==> src/rtl/tim_cfg_seq_if.sv <==
// APB write bundle between the timer config sequencer and the timer port.
// The master drives the request; the slave answers with pready/pslverr.
interface tim_cfg_seq_if;
  logic        tim_psel;
  logic        tim_penable;
  logic        tim_pwrite;
  logic [31:0] tim_paddr;
  logic [31:0] tim_pwdata;
  logic [3:0]  tim_pstrb;
  logic        tim_pready;
  logic        tim_pslverr;

  modport master (
    output tim_psel,
    output tim_penable,
    output tim_pwrite,
    output tim_paddr,
    output tim_pwdata,
    output tim_pstrb,
    input  tim_pready,
    input  tim_pslverr
  );

  modport slave (
    input  tim_psel,
    input  tim_penable,
    input  tim_pwrite,
    input  tim_paddr,
    input  tim_pwdata,
    input  tim_pstrb,
    output tim_pready,
    output tim_pslverr
  );
endinterface

==> src/rtl/tim_cfg_seq.sv <==
// APB master that programs and starts the timer with a fixed
// seven-write sequence, with slave-error and no-response abort.
module tim_cfg_seq #(
  parameter logic [31:0] BASE_ADDR = 32'h0000_0000,
  parameter logic [11:0] TCR_OFS   = 12'h000,
  parameter logic [11:0] TDR0_OFS  = 12'h004,
  parameter logic [11:0] TDR1_OFS  = 12'h008,
  parameter logic [11:0] TCMP0_OFS = 12'h00C,
  parameter logic [11:0] TCMP1_OFS = 12'h010,
  parameter logic [11:0] TIER_OFS  = 12'h014,
  parameter int unsigned WAIT_MAX  = 16
) (
  input  logic        sys_clk,
  input  logic        sys_rst_n,
  input  logic        start,
  input  logic [63:0] cfg_cnt_init,
  input  logic [63:0] cfg_cmp,
  input  logic        cfg_div_en,
  input  logic [3:0]  cfg_div_val,
  input  logic        cfg_int_en,
  output logic        busy,
  output logic        done,
  output logic        err,
  output logic [1:0]  err_code,
  output logic [2:0]  err_step,
  tim_cfg_seq_if.master apb
);

  localparam int unsigned WW = $clog2(WAIT_MAX + 1);
  localparam logic [WW-1:0] WAIT_LAST = WW'(WAIT_MAX - 1);
  localparam logic [WW-1:0] WAIT_ONE  = WW'(1);

  typedef enum logic [1:0] {
    IDLE,
    SETUP,
    ACCESS
  } state_t;

  state_t         state;
  logic [2:0]     step;
  logic [WW-1:0]  wait_cnt;
  logic [63:0]    cnt_q;
  logic [63:0]    cmp_q;
  logic           div_en_q;
  logic [3:0]     div_val_q;
  logic           int_en_q;

  function automatic logic [31:0] addr_of(input logic [2:0] s);
    logic [11:0] ofs;
    case (s)
      3'd1:    ofs = TDR0_OFS;
      3'd2:    ofs = TDR1_OFS;
      3'd3:    ofs = TCMP0_OFS;
      3'd4:    ofs = TCMP1_OFS;
      3'd5:    ofs = TIER_OFS;
      default: ofs = TCR_OFS;
    endcase
    return BASE_ADDR + {20'b0, ofs};
  endfunction

  // Step 0 writes zero, so it is safe to use before cfg is latched.
  function automatic logic [31:0] data_of(input logic [2:0] s);
    logic [31:0] d;
    case (s)
      3'd1:    d = cnt_q[31:0];
      3'd2:    d = cnt_q[63:32];
      3'd3:    d = cmp_q[31:0];
      3'd4:    d = cmp_q[63:32];
      3'd5:    d = {31'b0, int_en_q};
      3'd6:    d = {20'b0, div_val_q, 6'b0, div_en_q, 1'b1};
      default: d = 32'h0;
    endcase
    return d;
  endfunction

  always_ff @(posedge sys_clk or negedge sys_rst_n) begin
    if (!sys_rst_n) begin
      state           <= IDLE;
      step            <= 3'd0;
      wait_cnt        <= '0;
      cnt_q           <= 64'h0;
      cmp_q           <= 64'h0;
      div_en_q        <= 1'b0;
      div_val_q       <= 4'h0;
      int_en_q        <= 1'b0;
      busy            <= 1'b0;
      done            <= 1'b0;
      err             <= 1'b0;
      err_code        <= 2'b00;
      err_step        <= 3'd0;
      apb.tim_psel    <= 1'b0;
      apb.tim_penable <= 1'b0;
      apb.tim_pwrite  <= 1'b0;
      apb.tim_paddr   <= 32'h0;
      apb.tim_pwdata  <= 32'h0;
      apb.tim_pstrb   <= 4'h0;
    end else begin
      done <= 1'b0;
      err  <= 1'b0;
      case (state)
        IDLE: begin
          if (start) begin
            cnt_q           <= cfg_cnt_init;
            cmp_q           <= cfg_cmp;
            div_en_q        <= cfg_div_en;
            div_val_q       <= cfg_div_val;
            int_en_q        <= cfg_int_en;
            err_code        <= 2'b00;
            err_step        <= 3'd0;
            step            <= 3'd0;
            busy            <= 1'b1;
            state           <= SETUP;
            apb.tim_psel    <= 1'b1;
            apb.tim_penable <= 1'b0;
            apb.tim_pwrite  <= 1'b1;
            apb.tim_pstrb   <= 4'hF;
            apb.tim_paddr   <= addr_of(3'd0);
            apb.tim_pwdata  <= 32'h0;
          end
        end
        SETUP: begin
          apb.tim_penable <= 1'b1;
          wait_cnt        <= '0;
          state           <= ACCESS;
        end
        ACCESS: begin
          if (apb.tim_pready && !apb.tim_pslverr && step != 3'd6) begin
            step            <= step + 3'd1;
            apb.tim_penable <= 1'b0;
            apb.tim_paddr   <= addr_of(step + 3'd1);
            apb.tim_pwdata  <= data_of(step + 3'd1);
            state           <= SETUP;
          end else if (apb.tim_pready || wait_cnt == WAIT_LAST) begin
            // Completion and both abort flavours all release the bus.
            apb.tim_psel    <= 1'b0;
            apb.tim_penable <= 1'b0;
            apb.tim_pwrite  <= 1'b0;
            apb.tim_paddr   <= 32'h0;
            apb.tim_pwdata  <= 32'h0;
            apb.tim_pstrb   <= 4'h0;
            busy            <= 1'b0;
            state           <= IDLE;
            if (apb.tim_pready && !apb.tim_pslverr) begin
              done <= 1'b1;
            end else begin
              err      <= 1'b1;
              err_code <= apb.tim_pready ? 2'b01 : 2'b10;
              err_step <= step;
            end
          end else begin
            wait_cnt <= wait_cnt + WAIT_ONE;
          end
        end
        default: state <= IDLE;
      endcase
    end
  end

endmodule

==> src/flat_wrapper.sv <==
// flat-port wrapper written by rule: the top's interface ports become plain ports
module tim_cfg_seq_flat 
#(
  parameter logic [31:0] BASE_ADDR = 32'h0000_0000,
  parameter logic [11:0] TCR_OFS   = 12'h000,
  parameter logic [11:0] TDR0_OFS  = 12'h004,
  parameter logic [11:0] TDR1_OFS  = 12'h008,
  parameter logic [11:0] TCMP0_OFS = 12'h00C,
  parameter logic [11:0] TCMP1_OFS = 12'h010,
  parameter logic [11:0] TIER_OFS  = 12'h014,
  parameter int unsigned WAIT_MAX  = 16
)
  (sys_clk, sys_rst_n, start, cfg_cnt_init, cfg_cmp, cfg_div_en, cfg_div_val, cfg_int_en, busy, done, err, err_code, err_step, apb_tim_psel, apb_tim_penable, apb_tim_pwrite, apb_tim_paddr, apb_tim_pwdata, apb_tim_pstrb, apb_tim_pready, apb_tim_pslverr);
  tim_cfg_seq_if apb_i ();
  input  logic sys_clk;
  input  logic sys_rst_n;
  input  logic start;
  input  logic [63:0] cfg_cnt_init;
  input  logic [63:0] cfg_cmp;
  input  logic cfg_div_en;
  input  logic [3:0] cfg_div_val;
  input  logic cfg_int_en;
  output logic busy;
  output logic done;
  output logic err;
  output logic [1:0] err_code;
  output logic [2:0] err_step;
  output wire logic [$bits(apb_i.tim_psel)-1:0] apb_tim_psel;
  output wire logic [$bits(apb_i.tim_penable)-1:0] apb_tim_penable;
  output wire logic [$bits(apb_i.tim_pwrite)-1:0] apb_tim_pwrite;
  output wire logic [$bits(apb_i.tim_paddr)-1:0] apb_tim_paddr;
  output wire logic [$bits(apb_i.tim_pwdata)-1:0] apb_tim_pwdata;
  output wire logic [$bits(apb_i.tim_pstrb)-1:0] apb_tim_pstrb;
  input wire logic [$bits(apb_i.tim_pready)-1:0] apb_tim_pready;
  input wire logic [$bits(apb_i.tim_pslverr)-1:0] apb_tim_pslverr;
  assign apb_tim_psel = apb_i.tim_psel;
  assign apb_tim_penable = apb_i.tim_penable;
  assign apb_tim_pwrite = apb_i.tim_pwrite;
  assign apb_tim_paddr = apb_i.tim_paddr;
  assign apb_tim_pwdata = apb_i.tim_pwdata;
  assign apb_tim_pstrb = apb_i.tim_pstrb;
  assign apb_i.tim_pready = apb_tim_pready;
  assign apb_i.tim_pslverr = apb_tim_pslverr;
  tim_cfg_seq #(.BASE_ADDR(BASE_ADDR), .TCR_OFS(TCR_OFS), .TDR0_OFS(TDR0_OFS), .TDR1_OFS(TDR1_OFS), .TCMP0_OFS(TCMP0_OFS), .TCMP1_OFS(TCMP1_OFS), .TIER_OFS(TIER_OFS), .WAIT_MAX(WAIT_MAX)) u_core (.sys_clk(sys_clk), .sys_rst_n(sys_rst_n), .start(start), .cfg_cnt_init(cfg_cnt_init), .cfg_cmp(cfg_cmp), .cfg_div_en(cfg_div_en), .cfg_div_val(cfg_div_val), .cfg_int_en(cfg_int_en), .busy(busy), .done(done), .err(err), .err_code(err_code), .err_step(err_step), .apb(apb_i));
endmodule
==> config.mk <==
export PLATFORM = sky130hd
export DESIGN_NAME = tim_cfg_seq_flat
export DESIGN_NICKNAME = d
export VERILOG_FILES = /design/src/rtl/tim_cfg_seq_if.sv /design/src/rtl/tim_cfg_seq.sv /design/src/flat_wrapper.sv
export SDC_FILE = /design/constraint.sdc
export NUM_CORES = 1
export LEC_CHECK = 0
export CAP_MARGIN = 10
export CORE_ASPECT_RATIO = 0.6
export CORE_UTILIZATION = 30
export DETAILED_ROUTE_END_ITERATION = 8
export PLACE_DENSITY_LB_ADDON = 0.12
export REMOVE_ABC_BUFFERS = 1
export SLEW_MARGIN = 10
export SYNTH_ARGS = -nofsm -noshare
export SYNTH_HDL_FRONTEND = slang
export SYNTH_SLANG_ARGS = --single-unit
export TNS_END_PERCENT = 20
==> constraint.sdc <==
create_clock -name sys_clk -period 2 [get_ports sys_clk]
set_clock_uncertainty 0.05 [all_clocks]
set_input_delay 0.6 -clock sys_clk [delete_from_list [all_inputs] [get_ports sys_clk]]
set_output_delay 0.6 -clock sys_clk [all_outputs]
set_load 0.005 [all_outputs]
# Word level (Yosys, flattened, before mapping)
# Index checks and enable logic that the tools add are counted.
op_classes:
  n_mux: 47
  add_sub_neg: 2
  n_eq_ne: 17
  n_reduce_logical: 16
op_table:
  columns: ["operator", "n"]
  rows:
  - ["case mux 32 bit (6 select lines)", 1]
  - ["2-to-1 mux 32 bit", 4]
  - ["case mux 32 bit (2 select lines)", 2]
  - ["case mux 5 bit (5 select lines)", 1]
  - ["2-to-1 mux 2 bit", 8]
  - ["2-to-1 mux 3 bit", 5]
  - ["2-to-1 mux 1 bit", 13]
  - ["2-to-1 mux 4 bit", 3]
  - ["case mux 3 bit (2 select lines)", 2]
  - ["AND reduction 3 bit", 4]
  - ["2-to-1 mux 5 bit", 2]
  - ["case mux 5 bit (2 select lines)", 1]
  - ["== test 3 bit (second input constant)", 3]
  - ["!= test 2 bit (second input constant)", 4]
  - ["case mux 4 bit (2 select lines)", 1]
  - ["== test 3 x 2 -> 1 bit (second input constant)", 2]
  - ["case mux 2 bit (3 select lines)", 1]
  - ["adder 5 x 1 -> 5 bit (second input constant)", 1]
  - ["== test 5 x 4 -> 1 bit (second input constant)", 1]
  - ["AND reduction 5 bit", 1]
  - ["!= test 2 x 1 -> 1 bit (second input constant)", 2]
  - ["case mux 2 bit (2 select lines)", 1]
  - ["AND reduction 2 bit", 2]
  - ["AND reduction 4 bit", 1]
  - ["14 further kinds", 16]
totals:
  inputBits: 139
  out_inout_bits: 79
  elab_cells: 99
  ff_bits: 221

# Depth between registers and ports, before layout
depth:
  ltp_word: 6
  mapped_depth: 9
  depth_no_buf: 7

# Worst setup path after synthesis
# No wires, ideal clock.
synth_timing:
  kind: "register -> register"
  start: "reg u_core.wait_cnt[0]"
  end: "reg u_core.apb.tim_pwdata[11]"
  required_time_ns: 1.873
  arrival_time_ns: 1.777
  setup_time_ns: 0.077
  path_stages_with_launch: 10
  path_slack_ns: 0.096
  synth_period_minus_slack_ns: 1.904
  path_buffers: 2
  path_cell_list: "dfrtp_1 > ha_1 > and3_1 > ha_1 > nor2_2 > a211o_1 > buf_4 > buf_2 > nand2_1 > o21ai_1"
synth_between:
  elab_chain_cells: 4
synth_lines:
  columns: ["item", "line", "text"]
  rows:
  - ["from (decl)", "tim_cfg_seq.sv:41", "logic [WW-1:0] wait_cnt;"]
  - ["from (signal assigned)", "tim_cfg_seq.sv:151", "wait_cnt <= wait_cnt + WAIT_ONE;"]
  - ["== test 5 x 4 -> 1 bit", "tim_cfg_seq.sv:133", "end else if (apb.tim_pready || wait_cnt == WAIT_LAST) begin"]
  - ["logical OR 1 bit", "tim_cfg_seq.sv:133", null]
  - ["!= test 3 x 1 -> 1 bit (no line)", null, null]
  - ["AND reduction 3 bit (no line)", null, null]
  - ["to (signal assigned)", "tim_cfg_seq.sv:131", "apb.tim_pwdata <= data_of(step + 3'd1);"]
  - ["to (decl)", "tim_cfg_seq_if.sv:18", "output tim_pwdata,"]
# Every way passes these cells.
# A chain may end at the register's enable or synchronous reset.

# Final worst setup path
layout_timing:
  start: "reg u_core.done"
  end: "out done"
layout_lines:
  columns: ["item", "line", "text"]
  rows:
  - ["from (decl)", "tim_cfg_seq.sv:22", "output logic done,"]
  - ["from (signal assigned)", "tim_cfg_seq.sv:87", "done <= 1'b0;"]
  - ["from (signal assigned)", "tim_cfg_seq.sv:98", "done <= 1'b0;"]
  - ["from (signal assigned)", "tim_cfg_seq.sv:144", "done <= 1'b1;"]
  - ["to (decl)", "flat_wrapper.sv:24", "output logic done;"]
# No word-level cell between the ends.

==> flow_summary.json <==
{
  "max-slew-margin-rel_pct": 60.07,
  "max_stage_delay_ns": 0.50,
  "crit_path_start": "u_core.done",
  "yosysMostFrequentCell": "nand2_1",
  "drv_cap": 0,
  "r2r_cells": 6,
  "period_needed_ns": 1.936,
  "finalPower_mw": 15.70,
  "ys.warnings.count": 0,
  "cp.arrival_ns": 1.29,
  "crit_type": "reg2out",
  "p_leak_nw": 5.826,
  "ys_ff_latch": 188,
  "min_path_type": "in2async",
  "dp_hpwl_um": 17400,
  "numCtsBuffers": 17,
  "core-area_um2": 27640,
  "drc_errors": 0,
  "setup_viol": 0,
  "p_per_area_nw_per_um2": 1350,
  "io_buffers": 188,
  "synth_top_area_share_pct": 55.54,
  "num_rows": 47,
  "endpoint": "done",
  "r2r_start": "u_core.step[1]",
  "area_growth_pct": 37.28,
  "clock_sinks": 188,
  "final_area_um2": 11630,
  "path_cells": "clkdlybuf4s50_1",
  "wl_um": 25650,
  "synth_edf_count": 0,
  "synth-async-reset-ratio_pct": 100.0,
  "outcome": "finished clean",
  "grt_max_degree": 47,
  "synth.distinct_cells": 44,
  "ir_worst_vdd_v": 0.0005045,
  "start_util_pct": 30.65,
  "num_vias": 7003,
  "detailedRoute.firstPassIterationCount": 8,
  "cp.required_ns": 1.35,
  "r2r-end": "u_core.apb.tim_pwdata[10]",
  "antenna_found_initial": 1,
  "io_pins": 218,
  "dpl-instance-area_um2": 10960,
  "cp_top_family": "buffers and inverters",
  "grt_pass1_wl_um": 40060,
  "synth_top_cell_by_area": "dfrtp_1",
  "fillCellCount": 2773,
  "ant_nets": 0,
  "grt.overflow.total": 0,
  "crit_buf_inv": 1,
  "grt_pass1_vias": 6826,
  "slowest_stage": "clkdlybuf4s50_1",
  "finalHoldViolCount": 0,
  "clk_path_buf_depth": 2,
  "cp_num_cells": 1,
  "critPathLaunchType": "flop",
  "syn-cell-area_um2": 8471,
  "cts_hold_buf": 0,
  "cts_tree": "yes",
  "ys_top_cells_by_area": "dfrtp_1 (56%), nand2_1 (20%), buf_4 (4.3%)",
  "end_kind": "output port",
  "dieArea_um2": 28930,
  "yosys-top-cells-count": "nand2_1 (450), dfrtp_1 (188), buf_4 (48)",
  "syn_avg_cell_area_um2": 8.983,
  "ys_seq_area_share_pct": 55.54,
  "slew_violations": 0,
  "clk_latency_ns": 0.45,
  "synth_top_flop_cell": "dfrtp_1",
  "root_buffer": "clkbuf_16",
  "nets": 1280,
  "drt_iter0_markers": 511,
  "synthCells": 943,
  "worstMarginPinSlew_ns": 0.5989,
  "hold-worst-slack_ns": 0.03593,
  "htreeDepth": 4,
  "clk_pin_slew_worst_paths_ns": 0.06,
  "avgRoutedWirePerCell_um": 16.93,
  "rsz0062_at_grt": "no",
  "drive_gt1_share_pct": 10.11,
  "regToRegSetupSlack_ns": 0.08,
  "die_y_um": 132.2,
  "routed_via_density": 4.622,
  "period_share_pct": 96.79,
  "critPathMaxFanout": 1,
  "fmax_ghz": 0.5166,
  "place_congestion": 0.7770,
  "grt.total_usage_pct": 18.30,
  "die_w_um": 218.9
}
routing by layer:
| layer | GRT usage, % | routed length (µm) | up-vias | share of wire, % |
|---|---|---|---|---|
| met5 | 0 | 0 | - | 0 |
| met4 | 5.556 | 326 | 0 | 1.3 |
| met3 | 3.691 | 1343 | 23 | 5.2 |
| met2 | 24.82 | 10420 | 161 | 41 |
| met1 | 28.64 | 13560 | 3389 | 53 |
| li1 | - | - | 3430 | - |
sequential cells by signal, summed over array words and instances, names as in the netlist, 2 cells and up:
signal,cells
u_core.cmp_q,64
u_core.step,3
u_core.div_val_q,4
u_core.err_step,3
u_core.err_code,2
u_core.cnt_q,64
u_core.wait_cnt,5
u_core.apb.tim_paddr,3
u_core.apb.tim_pwdata,32
u_core.state,2
through the flow:
stage               std cells  TNS [ns]  setup WS, ns  util, %
floorplan                 871   -228.46        -1.671        -
global placement         1478    -6.737       -0.1566    39.67
detailed placement       1478    -8.847       -0.1999    39.67
CTS                      1513         0      0.009057    41.80
global route             1514         0       0.01298    42.06
finish                   1515         0       0.06412    42.07
worst min path at each step:
stage	to	slack, ns	cells past startpoint
finish	u_core.cnt_q[41]	0.04	1
global route	u_core.cmp_q[41]	0.05	1
CTS	u_core.cmp_q[41]	0.03	1
detailed placement	u_core.cmp_q[22]	0.41	2
global placement	u_core.cmp_q[42]	0.40	2
floorplan	u_core.apb.tim_paddr[2]	0.25	0
cell type report:
type	count	area (µm²)	share of cell area, %
well taps	367	459.2	3.949
clock inverters	10	162.7	1.399
multi-input cells	679	3347	28.78
flip-flops and latches	188	4706	40.47
inverters	5	18.77	0.1614
clock buffers	22	454.2	3.906
repair buffers	243	2479	21.31
diodes	1	2.502	0.02152
cells by family (layout without fill, tap and decap cells):
family,Yosys count,in the layout,share of synthesized area [%]
buf+inv,105,280,7.489
mux,9,9,1.315
xor+xnor,2,2,0.2955
fa+ha+maj,7,7,1.034
other cells,1,30,0.04427
compound gates,129,130,11.15
simple gates,502,502,23.13
flops,188,188,55.54
cells in the final DEF (no fill, tap or decap), drive strengths merged, types with 9 or more instances in the layout:
cell,synthesis,routed
dfrtp,188,188
buf,73,55
o21ai,42,42
a22o,9,9
nor2,33,33
nand2,450,450
a222oi,28,28
a31oi,27,27
conb,1,29
clkbuf,27,23
dlygate4sd2,0,47
clkdlybuf4s50,0,139
timing repair:
action,CTS,global route
pin swaps,0,4
gates cloned,0,1
setup endpoints to repair,68,42
buffers inserted,3,0
gates resized for setup,49,14
report_power, final:
part	switching (mW)	internal, mW	total, mW
registers	0.959	5.37	6.33
logic	3.15	2.58	5.73
clock network	1.51	2.13	3.64
total	5.62	10.1	15.7
Note: power is estimated with default switching activity, not from simulation.
